==> src/rtl/life_pkg.sv <==
// Shared constants for the Game-of-Life generation sequencer: FSM state codes,
// run status codes, cell timing, and the per-state decode of the registered control outputs.
package life_pkg;

    localparam logic [2:0] ST_IDLE = 3'd0;
    localparam logic [2:0] ST_RST  = 3'd1;
    localparam logic [2:0] ST_SEED = 3'd2;
    localparam logic [2:0] ST_RUN  = 3'd3;
    localparam logic [2:0] ST_DONE = 3'd4;

    localparam logic [1:0] STAT_NONE    = 2'b00;
    localparam logic [1:0] STAT_LIMIT   = 2'b01;
    localparam logic [1:0] STAT_EXTINCT = 2'b10;
    localparam logic [1:0] STAT_STABLE  = 2'b11;

    localparam int unsigned LIFE_PHASE_LEN   = 7;
    localparam int unsigned LIFE_CELL_PERIOD = LIFE_PHASE_LEN;

    typedef struct packed {
        logic cell_nrst;
        logic seed_en;
        logic busy;
    } ctrl_t;

    // Control outputs are registered from the next state so they line up with r_state.
    function automatic ctrl_t state_ctrl(input logic [2:0] st);
        ctrl_t c;
        c = '0;
        case (st)
            ST_RST: begin
                c.busy = 1'b1;
            end
            ST_SEED: begin
                c.cell_nrst = 1'b1;
                c.seed_en   = 1'b1;
                c.busy      = 1'b1;
            end
            ST_RUN: begin
                c.cell_nrst = 1'b1;
                c.busy      = 1'b1;
            end
            ST_DONE: begin
                c.cell_nrst = 1'b1;
            end
            default: begin
                c = '0;
            end
        endcase
        return c;
    endfunction

endpackage

==> src/rtl/life_snap_buf.sv <==
// Single-entry valid/ready snapshot holding register. A capture into a still-valid,
// un-accepted entry overwrites it and raises a sticky drop flag.
module life_snap_buf #(
    parameter int unsigned DATA_W = 64,
    parameter int unsigned GEN_W  = 16
) (
    input  logic              i_clk,
    input  logic              i_rst,
    input  logic              i_cap,
    input  logic [DATA_W-1:0] i_cap_data,
    input  logic [GEN_W-1:0]  i_cap_gen,
    input  logic              i_ready,
    input  logic              i_clr_drop,
    output logic [DATA_W-1:0] o_data,
    output logic [GEN_W-1:0]  o_gen,
    output logic              o_valid,
    output logic              o_drop
);

    logic [DATA_W-1:0] r_data;
    logic [GEN_W-1:0]  r_gen;
    logic              r_valid;
    logic              r_drop;
    logic              w_hs;

    assign w_hs = r_valid && i_ready;

    always_ff @(posedge i_clk) begin
        if (i_rst) begin
            r_data  <= '0;
            r_gen   <= '0;
            r_valid <= 1'b0;
            r_drop  <= 1'b0;
        end else begin
            if (i_cap) begin
                r_data  <= i_cap_data;
                r_gen   <= i_cap_gen;
                r_valid <= 1'b1;
                // Overwriting an entry nobody took this cycle loses a snapshot.
                if (r_valid && !w_hs) begin
                    r_drop <= 1'b1;
                end
            end else if (w_hs) begin
                r_valid <= 1'b0;
            end
            if (i_clr_drop) begin
                r_drop <= 1'b0;
            end
        end
    end

    assign o_data  = r_data;
    assign o_gen   = r_gen;
    assign o_valid = r_valid;
    assign o_drop  = r_drop;

endmodule

==> src/rtl/life_gen_sequencer.sv <==
// Run sequencer for a flat Game-of-Life cell array: owns the array reset, opens the seed
// window, tracks the generation period, snapshots each generation and stops on end conditions.
module life_gen_sequencer
    import life_pkg::*;
#(
    parameter int unsigned N_CELLS   = 64,
    parameter int unsigned PHASE_LEN = LIFE_PHASE_LEN,
    parameter int unsigned RST_CYC   = 2,
    parameter int unsigned GEN_W     = 16
) (
    input  logic               i_clk,
    input  logic               i_rst,
    input  logic               i_start,
    input  logic               i_abort,
    input  logic [GEN_W-1:0]   i_gen_limit,
    input  logic [N_CELLS-1:0] i_alive_in,
    output logic               o_cell_nrst,
    output logic               o_seed_en,
    output logic               o_busy,
    output logic [GEN_W-1:0]   o_gen_cnt,
    output logic [N_CELLS-1:0] o_snap_data,
    output logic [GEN_W-1:0]   o_snap_gen,
    output logic               o_snap_valid,
    input  logic               i_snap_ready,
    output logic               o_snap_drop,
    output logic [1:0]         o_status
);

    localparam int unsigned PH_W = (PHASE_LEN > 1) ? $clog2(PHASE_LEN) : 1;
    localparam int unsigned RC_W = (RST_CYC > 1) ? $clog2(RST_CYC) : 1;
    localparam logic [PH_W-1:0] PH_LAST = PH_W'(PHASE_LEN - 1);
    localparam logic [RC_W-1:0] RC_LAST = RC_W'(RST_CYC - 1);

    logic [2:0]         r_state;
    logic [2:0]         w_state_d;
    ctrl_t              r_ctrl;
    ctrl_t              w_ctrl_d;
    logic [PH_W-1:0]    r_phase;
    logic [RC_W-1:0]    r_rst_cnt;
    logic [GEN_W-1:0]   r_cap_idx;
    logic [GEN_W-1:0]   r_gen_cnt;
    logic [1:0]         r_status;
    logic [N_CELLS-1:0] r_prev;

    logic               w_start_ok;
    logic               w_capture;
    logic               w_extinct;
    logic               w_stable;
    logic               w_limit;
    logic               w_stop;
    logic [1:0]         w_stop_status;

    always_comb begin
        w_start_ok = i_start && !i_abort && ((r_state == ST_IDLE) || (r_state == ST_DONE));
        w_capture  = (r_state == ST_RUN) && (r_phase == '0) && !i_abort;
        w_extinct  = (i_alive_in == '0);
        w_stable   = (i_alive_in == r_prev);
        w_limit    = (i_gen_limit != '0) && (r_cap_idx == i_gen_limit);
        // Capture 0 is the seed itself and never ends a run.
        w_stop     = w_capture && (r_cap_idx != '0) && (w_extinct || w_stable || w_limit);
        if (w_extinct) begin
            w_stop_status = STAT_EXTINCT;
        end else if (w_stable) begin
            w_stop_status = STAT_STABLE;
        end else begin
            w_stop_status = STAT_LIMIT;
        end
    end

    always_comb begin
        w_state_d = r_state;
        case (r_state)
            ST_IDLE: begin
                if (w_start_ok) begin
                    w_state_d = ST_RST;
                end
            end
            ST_RST: begin
                if (i_abort) begin
                    w_state_d = ST_IDLE;
                end else if (r_rst_cnt == RC_LAST) begin
                    w_state_d = ST_SEED;
                end
            end
            ST_SEED: begin
                w_state_d = i_abort ? ST_IDLE : ST_RUN;
            end
            ST_RUN: begin
                if (i_abort) begin
                    w_state_d = ST_IDLE;
                end else if (w_stop) begin
                    w_state_d = ST_DONE;
                end
            end
            ST_DONE: begin
                if (i_abort) begin
                    w_state_d = ST_IDLE;
                end else if (w_start_ok) begin
                    w_state_d = ST_RST;
                end
            end
            default: begin
                w_state_d = ST_IDLE;
            end
        endcase
        w_ctrl_d = state_ctrl(w_state_d);
    end

    always_ff @(posedge i_clk) begin
        if (i_rst) begin
            r_state   <= ST_IDLE;
            r_ctrl    <= '0;
            r_phase   <= '0;
            r_rst_cnt <= '0;
            r_cap_idx <= '0;
            r_gen_cnt <= '0;
            r_status  <= STAT_NONE;
            r_prev    <= '0;
        end else begin
            r_state <= w_state_d;
            r_ctrl  <= w_ctrl_d;

            if (w_start_ok) begin
                r_phase   <= '0;
                r_rst_cnt <= '0;
                r_cap_idx <= '0;
                r_gen_cnt <= '0;
                r_status  <= STAT_NONE;
            end

            if (r_state == ST_RST) begin
                r_rst_cnt <= r_rst_cnt + 1'b1;
            end

            if (r_state == ST_SEED) begin
                r_phase <= '0;
            end else if (r_state == ST_RUN) begin
                r_phase <= (r_phase == PH_LAST) ? '0 : r_phase + 1'b1;
            end

            if (w_capture) begin
                r_prev <= i_alive_in;
                // Saturating index keeps unlimited runs going at the all-ones generation.
                if (r_cap_idx != '1) begin
                    r_cap_idx <= r_cap_idx + 1'b1;
                end
                if (r_cap_idx != '0) begin
                    r_gen_cnt <= r_cap_idx;
                end
            end

            if (w_stop) begin
                r_status <= w_stop_status;
            end
        end
    end

    life_snap_buf #(
        .DATA_W (N_CELLS),
        .GEN_W  (GEN_W)
    ) u_snap_buf (
        .i_clk      (i_clk),
        .i_rst      (i_rst),
        .i_cap      (w_capture),
        .i_cap_data (i_alive_in),
        .i_cap_gen  (r_cap_idx),
        .i_ready    (i_snap_ready),
        .i_clr_drop (w_start_ok),
        .o_data     (o_snap_data),
        .o_gen      (o_snap_gen),
        .o_valid    (o_snap_valid),
        .o_drop     (o_snap_drop)
    );

    assign o_cell_nrst = r_ctrl.cell_nrst;
    assign o_seed_en   = r_ctrl.seed_en;
    assign o_busy      = r_ctrl.busy;
    assign o_gen_cnt   = r_gen_cnt;
    assign o_status    = r_status;

endmodule

==> config.mk <==
export PLATFORM = sky130hd
export DESIGN_NAME = life_gen_sequencer
export DESIGN_NICKNAME = d
export VERILOG_FILES = /design/src/rtl/life_pkg.sv /design/src/rtl/life_snap_buf.sv /design/src/rtl/life_gen_sequencer.sv
export SDC_FILE = /design/constraint.sdc
export NUM_CORES = 1
export LEC_CHECK = 0
export CAP_MARGIN = 5
export CORE_MARGIN = 1.5
export CORE_UTILIZATION = 50
export DETAILED_ROUTE_END_ITERATION = 8
export MAX_ROUTING_LAYER = met4
export PLACE_DENSITY = 0.86
export SLEW_MARGIN = 25
export SYNTH_ARGS = -nofsm -noshare
export SYNTH_HDL_FRONTEND = slang
export SYNTH_SLANG_ARGS = --single-unit
==> constraint.sdc <==
create_clock -name i_clk -period 2.9 [get_ports i_clk]
set_input_delay 0.58 -clock i_clk [delete_from_list [all_inputs] [get_ports i_clk]]
set_output_delay 0.58 -clock i_clk [all_outputs]
set_load 0.005 [all_outputs]
==> key figures <==
Yosys
  • Cells after Synth: 721
  • Synth Area in Adders: less than 1%
  • Synth Area in Compound Gates: 12.8%
  • Main combinational cell family by area after synthesis: simple AND/OR/NAND/NOR gates
  • Number of distinct library cells after synthesis: 49
  • Syn Area/Cell: 8.03 µm²
  • Synth Area in XOR/XNOR: 13.6%
  • Netlist Area Pre-Place: 5790 µm²
  • #FFs+latches synth: 126
  • Top_reg_cell synth: dfxtp_1
  • FFs w/ async S/R, synth: 0%
  • Number of synthesis warnings: 0
  • Proportion of synthesized area in mux cells: less than 1%
  • Post-synthesis sequential area ratio: a little over two fifths
  • Synthesized Nets: around 810
  • Number of flops mapped to enable cells by yosys: 0
  • Post-Synth Simple-Gate Area: around a quarter

Final layout
  • # fillers: 828
  • Core Util, Final: 74.1%
  • Inserted Diodes: 0
  • Nets: around 1,000
  • P&R area growth vs syn: 45.7%
  • Layout cells sized above 1: 7.53%

Routing
  • Initial DRC count: about 530
  • Drt drc: 0
  • Routed wire per std cell: approximately 17 µm
  • Final WL: 18.3 mm
  • Via density: between 5 and 6
  • Drt pass-1 iters: 5
  • Routed vias: about 5,900
  • Final ANT Viol Nets: 0

Die
  • Area of the die: about 12,000 µm²
  • Io pins: 188
  • Site Rows: 39
  • Starting Density: 50.9%
  • Core Box Area: 11,400 µm²
  • Die span in y: 111 µm
  • Chip width: 111 µm

Power and ir drop
  • Lkg Pwr: slightly below 3 nW
  • Clock network power share: between 50 and 60%
  • VDD IR max: 523 µV
  • Pwr/cell area: approximately 500 nW/µm²
  • Logic pwr share: 7.0%
  • Internal cell power: 3.26 mW
  • Reg power frac: 41.4%
  • Switching pwr: ~940 µW
  • Switching Share: between 20% and 30%

Clock network
  • TritonCTS clock tree: built
  • Hold buffer count at cts: 0
  • Skew-Pair Late Insertion Delay: 0.41 ns
  • Deepest clock path buffer count: 2
  • Clock Pin Slew Worst Setup and Hold Paths: roughly 0.060 ns
  • Clock root cell: clkbuf_16
  • Clock Sink Count: 126
  • Cts repair resizes: 0
  • Num CTS Buffers: 17
  • H-Tree Level Count: 4
  • Setup Buffers After CTS: 0

Critical path
  • Worst R2R Setup Slack: around 0.63 ns
  • Arrival @ worst endpoint: 2.76 ns
  • CP cell instances: clkdlybuf4s50_1 > xor2_1 > nor4_1 > buf_4 > nand4_1 > nor4_4 > or3_1 > a2111oi_2
  • Buf/Inv on CP: 2
  • R2R cell count: 6
  • Slowest-stage cell, CP: clkdlybuf4s50_1
  • CP Max Fanout: 4
  • Crit path capture: r_state[1]
  • Reg2reg start: r_state[2]
  • Reg-to-Reg End: o_gen_cnt[10]
  • Family with the most delay on the worst path: simple AND/OR/NAND/NOR gates
  • Largest stage delay on the critical path: 0.54 ns
  • Crit path depth: 8
  • CP Class: in -> reg
  • Crit end category: flip-flop
  • CP required: approximately 3.2 ns
  • Crit path from: i_alive_in[49]
  • CP startpoint kind: input port

GRT
  • Vias in the first global route: 5,664
  • Global route overflow: 0
  • GR Util All Layers: 30.7%
  • Initial antenna violation count: 0
  • First-pass GRT wire length: slightly below 30 mm
  • Largest net degree at the start of global routing: 76

Timing
  • Tightest Pin Transition: 0.813 ns
  • Setup tns final: 0 ns
  • Max_slew headroom: 45.8%
  • Slew Viols, Final: 0
  • Final Setup Violations: 0
  • Final Hold Vio Count: 0
  • RSZ-0062 raised after global routing: no
  • Highest clock rate: 408 MHz
  • Final setup margin: between 0.4 and 0.5 ns
  • Period utilization: 84.5%
  • Fin crit period: 2.45 ns
  • Clock Skew: around 0.01 ns

Place
  • Final RePlAce weighted congestion: 0.952
  • Setup WS pre-CTS: 0.0615 ns
  • Number of port buffers: between 150 and 200
  • DP HPWL: 12.8 mm

Run
  • Max Cap Viol: 0

Worst hold path
  • Worst Hold Class: reg -> reg

Run status
  • Run status: finished, final reports clean
[Yosys cell counts, types with 9 or more instances]
| cell | instances | share of area [%] |
|---|---|---|
| nand2_1 | 189 | 12 |
| dfxtp_1 | 126 | 44 |
| a21oi_1 | 108 | 9.3 |
| xor2_1 | 73 | 11 |
| nor4_1 | 45 | 4.9 |
| clkbuf_1 | 30 | 1.9 |
| nor2_1 | 23 | 1.5 |
| xnor2_1 | 17 | 2.6 |
| nand3_1 | 13 | 1.1 |
| nand4_1 | 12 | 1.3 |
| buf_2 | 11 | 0.95 |
| nor3_1 | 9 | 0.78 |
[metrics by stage]
step	area [µm²]	hold slack (ns)	instances	power [mW]
2_1_floorplan	5790	0.448	721	1.86
3_3_place_gp	7820	0.442	1027	2.06
3_5_place_dp	7820	0.445	1027	2.06
4_1_cts	8430	0.453	1059	4.20
5_1_grt	8430	0.468	1059	4.31
6_report	8430	0.453	1059	4.19
[routing by layer]
metal / routed length [µm] / up-vias / track usage (%)
li1: - / 2836 / -
met1: 7920 / 2776 / 39.7
met2: 8380 / 276 / 46.3
met3: 1310 / 48 / 6.31
met4: 653 / 0 / 14.4
met5: 0 / - / -
[logic make-up after synthesis]
kind of cell / Yosys count
flip-flops: 126
XOR/XNOR: 90
AND/OR/NAND/NOR: 321
adder cells (fa/ha/maj): 2
AO/OA/AOI/OAI: 131
multiplexers: 1
buffers and inverters: 50
[cell type report]
type                    count  area [µm²]  share of cell area, %
inverters                   5        18.8                  0.223
multi-input cells         545        3060                   36.3
flip-flops and latches    126        2520                   29.9
clock inverters            14         169                   2.00
well taps                 143         179                   2.12
repair buffers            208        2040                   24.2
clock buffers              18         439                   5.21
[layout by cell type, fill, tap and decap left out, types with 5 or more instances in the layout]
cell	synthesis	layout
nor2_1	23	23
clkinvlp_4	0	5
nand4_1	12	12
o21ai_0	6	6
nor4_1	45	45
nor3_1	9	9
nand2_1	189	189
buf_4	0	21
a21oi_1	108	108
xnor2_1	17	17
clkdlybuf4s50_1	0	186
clkbuf_16	0	17
xor2_1	73	73
dfxtp_1	126	126
nand3_1	13	13
or3_1	5	5
inv_1	5	5
[power by group through the flow]
stage / logic [mW] / registers [mW] / clock network, mW
after floorplan: 0.0900 / 1.77 / 0
after global placement: 0.285 / 1.77 / 0
after detailed placement: 0.287 / 1.77 / 0
after CTS: 0.290 / 1.74 / 2.17
after global routing: 0.313 / 1.74 / 2.26
final: 0.295 / 1.74 / 2.16
[registers in the layout (all words and copies together) (netlist names)]
name and flops:
u_snap_buf.o_valid 1, o_gen_cnt 16, o_status 2, r_state 3
o_busy 1, r_phase 3, r_rst_cnt 1, u_snap_buf.o_gen 16
u_snap_buf.o_drop 1, u_snap_buf.o_data 64, o_cell_nrst 1, o_seed_en 1
r_cap_idx 16
[worst min-delay path by stage]
stage,startpoint,endpoint,slack (ns),cells past startpoint
floorplan,r_rst_cnt,o_seed_en,0.45,2
global placement,u_snap_buf.o_gen[10],u_snap_buf.o_gen[10],0.44,2
detailed placement,u_snap_buf.o_gen[10],u_snap_buf.o_gen[10],0.45,2
CTS,u_snap_buf.o_gen[10],u_snap_buf.o_gen[10],0.45,2
global route,u_snap_buf.o_gen[10],u_snap_buf.o_gen[10],0.47,2
finish,u_snap_buf.o_gen[10],u_snap_buf.o_gen[10],0.45,2
[worst reg2reg max path, cell delays in order, from the launching register on]
cell	delay (ns)
dfxtp_1	0.53
nand3b_1	0.27
and2b_2	0.36
nand2_1	0.21
and2_1	0.52
nand2_1	0.11
a21oi_1	0.19
Note: power is estimated with default switching activity, not from simulation.
